[src/rtl/serial_cmd_responder.sv]
// ---------------------------------------------------------------------------
// serial_cmd_responder
//
// Decodes single-byte commands from a UART receiver. Command CMD_BASE+k
// selects channel k. The selected channel word is snapshotted and sent to a
// UART transmitter least-significant byte first, one byte per
// tx_start/tx_busy handshake.
//
// Optional feature macro: SERIAL_CMD_CHECKSUM_EN
//   When defined, one extra byte is appended to each response. It is the XOR
//   of all data bytes and uses the same handshake as the data bytes.
//
// Parameters
//   NUM_CH    number of selectable channels (1..16)
//   DATA_W    bits per channel word (1..64)
//   CMD_BASE  command byte that selects channel 0
//
// Ports
//   CLK_50    system clock; all logic is on the rising edge
//   iRSTN     asynchronous active-low reset
//   rx_data   received byte; valid while rx_ready is high
//   rx_ready  one-cycle strobe, one per received byte
//   ch_data   packed channel words; channel k is [k*DATA_W +: DATA_W]
//   tx_data   byte to transmit; held until the next tx_start
//   tx_start  one-cycle transmit request
//   tx_busy   transmitter busy
//   sel_ch    channel index of the last valid command
//   busy      high from command acceptance until the last byte completes
//   cmd_err   one-cycle pulse for an invalid command received while idle
//   overrun   one-cycle pulse for any received byte while busy
// ---------------------------------------------------------------------------
module serial_cmd_responder #(
    parameter int          NUM_CH   = 3,
    parameter int          DATA_W   = 16,
    parameter logic [7:0]  CMD_BASE = 8'd120,
    localparam int         SEL_W    = (NUM_CH > 1) ? $clog2(NUM_CH) : 1
) (
    input  logic                     CLK_50,
    input  logic                     iRSTN,
    input  logic [7:0]               rx_data,
    input  logic                     rx_ready,
    input  logic [NUM_CH*DATA_W-1:0] ch_data,
    output logic [7:0]               tx_data,
    output logic                     tx_start,
    input  logic                     tx_busy,
    output logic [SEL_W-1:0]         sel_ch,
    output logic                     busy,
    output logic                     cmd_err,
    output logic                     overrun
);

    localparam int NBYTES = (DATA_W + 7) / 8;
    localparam int SH_W   = NBYTES * 8;
`ifdef SERIAL_CMD_CHECKSUM_EN
    localparam int TOTAL  = NBYTES + 1;
`else
    localparam int TOTAL  = NBYTES;
`endif
    localparam int CNT_W  = 4;
    localparam logic [CNT_W-1:0] LAST_IDX = CNT_W'(TOTAL - 1);

    typedef enum logic [2:0] {
        S_IDLE,
        S_LOAD,
        S_START,
        S_WAIT_HI,
        S_WAIT_LO
    } state_t;

    state_t             state_q, state_d;
    logic [SEL_W-1:0]   sel_ch_q, sel_ch_d;
    logic               busy_q, busy_d;
    logic               cmd_err_q, cmd_err_d;
    logic               overrun_q, overrun_d;
    logic [7:0]         tx_data_q, tx_data_d;
    logic               tx_start_q, tx_start_d;
    logic [SH_W-1:0]    shreg_q, shreg_d;
    logic [CNT_W-1:0]   cnt_q, cnt_d;
    logic [1:0]         wait_q, wait_d;
`ifdef SERIAL_CMD_CHECKSUM_EN
    logic [7:0]         csum_q, csum_d;
`endif

    // Command decode in 9 bits so CMD_BASE+NUM_CH can never wrap past 255.
    logic [8:0]         cmd_off;
    logic               cmd_hit;
    logic [SEL_W-1:0]   cmd_idx;

    assign cmd_off = {1'b0, rx_data} - {1'b0, CMD_BASE};
    assign cmd_hit = (rx_data >= CMD_BASE) && (cmd_off < 9'(NUM_CH));
    assign cmd_idx = cmd_off[SEL_W-1:0];

    // Channel mux with constant part-selects; only indices below NUM_CH
    // can ever be stored in sel_ch_q.
    logic [DATA_W-1:0]  ch_word;

    always_comb begin
        ch_word = '0;
        for (int k = 0; k < NUM_CH; k++) begin
            if (sel_ch_q == SEL_W'(k)) begin
                ch_word = ch_data[k*DATA_W +: DATA_W];
            end
        end
    end

    // Next-state and next-output logic.
    always_comb begin
        // NOTE: every signal gets a default before the case statement, so no
        // path leaves one unassigned and no latch can be inferred.
        state_d    = state_q;
        sel_ch_d   = sel_ch_q;
        busy_d     = busy_q;
        cmd_err_d  = 1'b0;
        overrun_d  = rx_ready && busy_q;
        tx_data_d  = tx_data_q;
        tx_start_d = 1'b0;
        shreg_d    = shreg_q;
        cnt_d      = cnt_q;
        wait_d     = wait_q;
`ifdef SERIAL_CMD_CHECKSUM_EN
        csum_d     = csum_q;
`endif

        case (state_q)
            S_IDLE: begin
                if (rx_ready) begin
                    if (cmd_hit) begin
                        sel_ch_d = cmd_idx;
                        busy_d   = 1'b1;
                        state_d  = S_LOAD;
                    end else begin
                        cmd_err_d = 1'b1;
                    end
                end
            end

            S_LOAD: begin
                // Snapshot here; later ch_data changes cannot affect the reply.
                shreg_d = SH_W'(ch_word);
                cnt_d   = '0;
`ifdef SERIAL_CMD_CHECKSUM_EN
                csum_d  = '0;
`endif
                state_d = S_START;
            end

            S_START: begin
                if (!tx_busy) begin
                    tx_data_d  = shreg_q[7:0];
                    tx_start_d = 1'b1;
                    wait_d     = '0;
                    state_d    = S_WAIT_HI;
`ifdef SERIAL_CMD_CHECKSUM_EN
                    if (cnt_q < CNT_W'(NBYTES)) begin
                        csum_d = csum_q ^ shreg_q[7:0];
                    end
`endif
                end
            end

            S_WAIT_HI: begin
                // Give up after four cycles so a transmitter that never
                // asserts busy cannot stall the block.
                if (tx_busy || (wait_q == 2'd3)) begin
                    state_d = S_WAIT_LO;
                end else begin
                    wait_d = wait_q + 2'd1;
                end
            end

            S_WAIT_LO: begin
                if (!tx_busy) begin
                    shreg_d = shreg_q >> 8;
                    cnt_d   = cnt_q + CNT_W'(1);
`ifdef SERIAL_CMD_CHECKSUM_EN
                    // After the last data byte, the checksum becomes the
                    // next byte to send.
                    if (cnt_q == CNT_W'(NBYTES - 1)) begin
                        shreg_d[7:0] = csum_q;
                    end
`endif
                    if (cnt_q == LAST_IDX) begin
                        busy_d  = 1'b0;
                        state_d = S_IDLE;
                    end else begin
                        state_d = S_START;
                    end
                end
            end

            default: begin
                state_d = S_IDLE;
                busy_d  = 1'b0;
            end
        endcase
    end

    // State and output registers.
    always_ff @(posedge CLK_50 or negedge iRSTN) begin
        if (!iRSTN) begin
            state_q    <= S_IDLE;
            sel_ch_q   <= '0;
            busy_q     <= 1'b0;
            cmd_err_q  <= 1'b0;
            overrun_q  <= 1'b0;
            tx_data_q  <= '0;
            tx_start_q <= 1'b0;
            // NOTE: the shift register is a datapath register, but it is
            // reset anyway so an aborted transfer leaves no stale data behind.
            shreg_q    <= '0;
            cnt_q      <= '0;
            wait_q     <= '0;
`ifdef SERIAL_CMD_CHECKSUM_EN
            csum_q     <= '0;
`endif
        end else begin
            // NOTE: non-blocking assignments only, so every register samples
            // the pre-edge values computed by the combinational block.
            state_q    <= state_d;
            sel_ch_q   <= sel_ch_d;
            busy_q     <= busy_d;
            cmd_err_q  <= cmd_err_d;
            overrun_q  <= overrun_d;
            tx_data_q  <= tx_data_d;
            tx_start_q <= tx_start_d;
            shreg_q    <= shreg_d;
            cnt_q      <= cnt_d;
            wait_q     <= wait_d;
`ifdef SERIAL_CMD_CHECKSUM_EN
            csum_q     <= csum_d;
`endif
        end
    end

    assign tx_data  = tx_data_q;
    assign tx_start = tx_start_q;
    assign sel_ch   = sel_ch_q;
    assign busy     = busy_q;
    assign cmd_err  = cmd_err_q;
    assign overrun  = overrun_q;

endmodule

[config.mk]
export PLATFORM = sky130hd
export DESIGN_NAME = serial_cmd_responder
export DESIGN_NICKNAME = d
export VERILOG_FILES = /design/src/rtl/serial_cmd_responder.sv
export SDC_FILE = /design/constraint.sdc
export NUM_CORES = 1
export LEC_CHECK = 0
export ABC_AREA = 1
export CORE_MARGIN = 2
export CORE_UTILIZATION = 30
export DETAILED_ROUTE_END_ITERATION = 12
export HOLD_SLACK_MARGIN = 0.03
export RECOVER_POWER = 25
export SLEW_MARGIN = 20
export SYNTH_ARGS = -nofsm -noshare
export SYNTH_HDL_FRONTEND = slang
export SYNTH_SLANG_ARGS = --single-unit
[constraint.sdc]
create_clock -name CLK_50 -period 1.2 [get_ports CLK_50]
set_input_delay 0.12 -clock CLK_50 [delete_from_list [all_inputs] [get_ports CLK_50]]
set_output_delay 0.12 -clock CLK_50 [all_outputs]
set_load 0.01 [all_outputs]
==> impl_metrics.json, run 1 <==
{
  "clkTransAtPathRegs_ps": 80,
  "cp-end-kind": "flop",
  "diodes": 0,
  "synth_area_per_cell_sq_um": 7.42,
  "critPathLaunchType": "flop",
  "first_iter_violations": 67,
  "grtUsageMet3_pct": 3.39,
  "fin_nets": 458,
  "first_pass_iters": 4,
  "cts_root_buf": "clkbuf_8",
  "die_h_um": 88.1,
  "power.density_mw_per_mm2": 1120,
  "p_leak_nw": 1.74,
  "path_class": "reg2reg",
  "synthCells": 286,
  "fmax_mhz": 737,
  "dp.cells": 470,
  "max_slew_margin_pct": 69.9,
  "grt_max_degree": 25,
  "synthesis.nets": 349,
  "status": "complete, but fails checks",
  "finalWorstSetupSlack_ps": -156,
  "grt_pass1_wl_um": 9180,
  "cts_sinks": 39,
  "post-place-ws_ps": -204,
  "synth_top_family_by_area": "simple AND/OR/NAND/NOR gates",
  "synth_cell_types": 22,
  "rows": 30,
  "drv_slew": 0,
  "syn_to_final_growth_pct": 63.4,
  "antenna_found_initial": 0,
  "cp_max_fo": 5,
  "synthTopCellsByCount": "nand2_1, dfrtp_1, inv_1",
  "synth_top_area_share_pct": 46.0,
  "synth_xor_area_share_pct": 0,
  "hold_path.class": "in2async",
  "dpl.hpwl_um": 3930,
  "r2r_cells": 9,
  "numCtsBuffers": 5,
  "routedWlPerCell_um": 10.9,
  "fin_cells": 492,
  "synth-edff-count": 0,
  "ios": 74,
  "grt_overflow_total": 0,
  "syn_area_sq_mm": 0.00212,
  "met1_usage_pct": 19.9,
  "reg2reg_slack_ps": -160,
  "maxCapViolations": 0,
  "cts_tree": "built",
  "vias_per_cell": 4.28,
  "post-synth-top-area-cell": "dfrtp_1",
  "tightestPinTransition_ps": 452,
  "synthArstFlopShare_pct": 100,
  "ys.warnings.count": 0,
  "layout_worst_path_cycle_share_pct": 113,
  "cp.arrival_ps": 1540,
  "grtUsageMet2_pct": 24.5,
  "portBuffers": 73,
  "core_area_sq_mm": 0.00683,
  "skew_ps": 6.44,
  "grt-busiest-layer": "met2",
  "reg2reg_from": "state_q[0]$_DFFE_PN0P_",
  "synthAdderAreaFrac_pct": 1.77,
  "irDropWorstVdd_mv": 0.529,
  "die_x_um": 88.1,
  "yosysMostFrequentCell": "nand2_1",
  "ant_nets": 0,
  "synth_seq_area_share_pct": 46.0,
  "rsz0062_at_grt": "yes",
  "cts.htree.levels": 2,
  "ys_ff_latch": 39,
  "final-setup-viol-count": 35,
  "post_dp_cell_area_sq_mm": 0.00313,
  "initial_core_util_pct": 31.0,
  "die_area_sq_mm": 0.00776,
  "netlist_top_cells_area": "dfrtp_1, nand2_1, nand3_1, nand4_1, inv_1",
  "insertion_delay_ps": 290,
  "synth-main-ff-cell": "dfrtp_1",
  "synth-compound-area-share_pct": 6.02,
  "hold_viol": 0,
  "drive_gt1_share_pct": 22.0,
  "synth_mux_area_share_pct": 0,
  "vias": 2108,
  "cts_max_path_buffers": 2,
  "gp_congestion": 0.836,
  "fin_area_sq_mm": 0.00346,
  "required_ps": 1380,
  "track_usage_pct": 15.0,
  "r2r-end": "state_q[1]$_DFFE_PN0P_",
  "synth-simple-area-share_pct": 38.3,
  "grt_pass1_vias": 2104,
  "drc": 0,
  "violations": "setup timing",
  "period_minus_slack_ps": 1360,
  "finalWirelength_um": 5350
}
==> cell families after synthesis <==
| kind of cell | after synthesis |
|---|---|
| buffers and inverters | 32 |
| DFF | 39 |
| AOI/OAI and AO/OA | 21 |
| adders and majority gates | 3 |
| and+or+nand+nor | 191 |
==> critical path: stages (launching register included) <==
cell	delay, ps
dfrtp_2	440
buf_4	140
nor2_4	40
buf_6	120
nand3_1	60
nand2_1	60
nor2_2	150
nand3_1	100
nand2_1	90
nand2_1	50
==> routing by layer <==
metal,up-vias,wire [um]
li1,1127,-
met1,922,2560
met2,53,2470
met3,6,250
met4,0,75
met5,-,0
==> worst max-delay path by stage <==
stage | startpoint | depth (start not counted) | end
2_1_floorplan | state_q[0]$_DFFE_PN0P_ | 9 | shreg_q[4]$_DFFE_PN0P_
5_1_grt | state_q[0]$_DFFE_PN0P_ | 9 | state_q[1]$_DFFE_PN0P_
3_3_place_gp | tx_busy | 8 | shreg_q[3]$_DFFE_PN0P_
6_report | state_q[0]$_DFFE_PN0P_ | 9 | state_q[1]$_DFFE_PN0P_
4_1_cts | state_q[0]$_DFFE_PN0P_ | 8 | shreg_q[3]$_DFFE_PN0P_
3_5_place_dp | tx_busy | 8 | shreg_q[3]$_DFFE_PN0P_
==> what timing repair did <==
| item | 4_1_cts | 5_1_grt |
|---|---|---|
| gates cloned | 2 | 1 |
| setup buffers | 5 | 6 |
| resized for setup | 46 | 26 |
| hold endpoints to repair | 15 | 0 |
| hold buffers | 1 | 0 |
| setup endpoints to repair | 50 | 34 |
| pin swaps | 7 | 11 |
==> registers in the layout (all words and copies together), names as in the netlist <==
signal,count
tx_data,8
busy,1
shreg_q,16
tx_start,1
state_q,3
cmd_err,1
cnt_q,4
sel_ch,2
wait_q,2
overrun,1
==> layout by cell type, fill, tap and decap left out, types with 7 or more instances in the layout <==
master,count
dfrtp_1,35
inv_1,14
nand2_2,7
dlygate4sd2_1,14
buf_4,21
nand2_1,133
nand3_1,14
inv_2,7
o21ai_1,7
buf_6,8
nor2_4,8
o211ai_1,8
nor2_1,9
nand4_1,12
clkdlybuf4s50_1,58
==> layout make-up <==
type	count	area, sq um
Timing Repair inverter	2	15.0
Inverter	24	101
Tap cell	96	120
Clock buffer	6	72.6
Multi-Input combinational cell	215	1100
Sequential cell	39	981
Clock inverter	2	12.5
Fill cell	680	3370
Timing Repair Buffer	108	1070
==> stage by stage <==
step	setup TNS, ps	power [W]	utilization [%]	hold WS [ps]
6_report	-1840	0.00388	50.7	312
5_1_grt	-4580	0.00418	50.7	370
4_1_cts	-1410	0.00384	48.8	310
3_5_place_dp	-5720	0.00293	45.8	77.9
3_3_place_gp	-5080	0.00291	45.8	75.2
2_1_floorplan	-381	0.00231	-	-176
==> report_power, final <==
group / switching (W) / internal [W]
Sequential: 0.000174 / 0.00159
Clock: 0.000462 / 0.000406
Combinational: 0.000570 / 0.000673
Power figures use the tool's default switching activity.
==> run 2, diff against run 1 <==
--- a/config.mk
+++ b/config.mk
@@ -11,6 +11,7 @@
 export DETAILED_ROUTE_END_ITERATION = 12
 export HOLD_SLACK_MARGIN = 0.03
 export RECOVER_POWER = 25
+export SETUP_SLACK_MARGIN = 0.5
 export SLEW_MARGIN = 20
 export SYNTH_ARGS = -nofsm -noshare
 export SYNTH_HDL_FRONTEND = slang
==> run 2 against run 1 <==
  * The flow still finishes with violations (setup timing)
  * First-iteration DRC count increased by 43%
  * Routed wire length increased by 5.7%
  * Utilization increased by 1.9 points
  * Fmax increased by 2.9%
  * Global-route usage increased by 0.51 points
  * Combinational power increased by 10%
  * Power increased by 8.7%
  * Clock-buffer cell count decreased by 1
  * Die area unchanged
  * Cell count increased by 2.4%
  * Clock power increased by 27%
  * Highest routed layer unchanged
==> impl_metrics.json, run 2 (synthesized netlist as in run 1, its figures left out) <==
{
  "r2r_cells": 8,
  "wl_met2_um": 2790,
  "wl_met1_um": 2520,
  "critPathLaunchType": "flop",
  "core_area_sq_mm": 0.00683,
  "whs_ps": 421,
  "regMostFlops": "shreg_q",
  "routedWlPerCell_um": 11.2,
  "hold_path.class": "in2reg",
  "fmax_mhz": 759,
  "max_slew_margin_pct": 64.8,
  "tightestPinTransition_ps": 529,
  "cts_sinks": 39,
  "required_ps": 1440,
  "insertion_delay_ps": 300,
  "largest_register_ffs": 16,
  "grt_max_degree": 40,
  "first_iter_violations": 96,
  "final_cell_mix": "nand2_1, clkdlybuf4s50_1, dfrtp_1",
  "cts_tree": "built",
  "drv_slew": 0,
  "layout_worst_path_cycle_share_pct": 110,
  "fin_nets": 470,
  "numCtsBuffers": 5,
  "finalWirelength_um": 5660,
  "post-place-ws_ps": -202,
  "reg2reg_slack_ps": -120,
  "p_leak_nw": 1.82,
  "rows": 30,
  "gp_congestion": 0.795,
  "track_usage_pct": 15.5,
  "top_layer": "met4",
  "grt_pass1_vias": 2160,
  "initial_core_util_pct": 31.0,
  "cts.htree.levels": 2,
  "cts_max_path_buffers": 2,
  "hold_viol": 0,
  "min_path_cells": 3,
  "fin_area_sq_mm": 0.00359,
  "first_pass_iters": 4,
  "vias": 2217,
  "dpl.hpwl_um": 3940,
  "syn_to_final_growth_pct": 69.4,
  "layout_commonest_cell": "nand2_1",
  "clkTransAtPathRegs_ps": 80,
  "vias_per_cell": 4.40,
  "skew_ps": 11.2,
  "maxCapViolations": 0,
  "fillers": 665,
  "period_minus_slack_ps": 1320,
  "post_dp_cell_area_sq_mm": 0.00315,
  "rsz0062_at_grt": "yes",
  "drive_gt1_share_pct": 30.9,
  "cts_root_buf": "clkbuf_8",
  "antenna_found_initial": 0,
  "finalWorstSetupSlack_ps": -118,
  "cp-end-kind": "flop",
  "diodes": 0,
  "final-setup-viol-count": 35,
  "path_class": "reg2reg",
  "wl_met3_um": 270,
  "portBuffers": 73,
  "violations": "setup timing",
  "cp_max_fo": 7,
  "die_h_um": 88.1,
  "drc": 0,
  "power.density_mw_per_mm2": 1170,
  "irDropWorstVdd_mv": 0.463,
  "cp.arrival_ps": 1560,
  "die_area_sq_mm": 0.00776,
  "ant_nets": 0,
  "ios": 74,
  "die_x_um": 88.1,
  "status": "complete, but fails checks",
  "grt_overflow_total": 0,
  "grt_pass1_wl_um": 9450
}
==> run 2: changes by cell type in the layout (fill, tap and decap cells not counted), sizes merged <==
cell	change
clkinv	+1
dlygate4sd2	-14
bufinv	+1
inv	-3
clkbuf	-1
buf	+28
==> run 2: repair_timing <==
action | in CTS | in global routing
pin swaps | 8 | 15
resized for setup | 88 | 41
buffers inserted | 14 | 8
gates cloned | 0 | 0
endpoints found under the hold margin | 39 | 0
endpoints found under the setup margin | 52 | 53
hold buffers | 1 | 0
==> run 2: area by class of cell <==
type	instances	area, sq um	area share, %
Clock inverter	3	43.8	1.22
Sequential cell	39	980	27.3
Tap cell	96	120	3.34
Inverter	24	114	3.17
Clock buffer	5	68.8	1.92
Timing Repair Buffer	122	1140	31.6
Multi-Input combinational cell	215	1130	31.5
==> run 2: path summary, 6_finish.rpt <==
kind	start	end
min in group asynchronous	iRSTN	shreg_q[8]$_DFFE_PN0P_
max in group asynchronous	iRSTN	sel_ch[1]$_DFFE_PN0P_
setup reg to reg	state_q[1]$_DFFE_PN0P_	shreg_q[2]$_DFFE_PN0P_
hold / removal	rx_data[1]	sel_ch[1]$_DFFE_PN0P_
setup / recovery	state_q[1]$_DFFE_PN0P_	shreg_q[2]$_DFFE_PN0P_
hold reg to reg	shreg_q[8]$_DFFE_PN0P_	shreg_q[8]$_DFFE_PN0P_
==> run 2: critical path: stages, from the launching register on <==
cell,delay (ps)
dfrtp_1,410
nor2_2,150
nand2_2,110
nor2_4,120
inv_2,60
nand2_4,110
buf_12,130
o211ai_1,100
nand2_1,70
==> run 2: report_power, final <==
part | switching (W) | internal, W
registers | 0.000154 | 0.00159
logic | 0.000616 | 0.000750
clock network | 0.000485 | 0.000619
==> run 2: through the flow <==
step | power (W) | util (%) | setup TNS (ps) | instances
final | 0.00421 | 52.6 | -2100 | 504
after global routing | 0.00451 | 52.6 | -5040 | 504
after CTS | 0.00412 | 49.9 | -1530 | 496
after detailed placement | 0.00293 | 46.1 | -4020 | 473
after global placement | 0.00291 | 46.1 | -3420 | 473
after floorplan | 0.00231 | - | -407 | 286
==> run 2: routing by layer <==
layer	vias to the layer above	track usage, %
met5	-	0
met4	0	5.92
met3	4	3.02
met2	63	26.9
met1	996	19.0
li1	1154	-
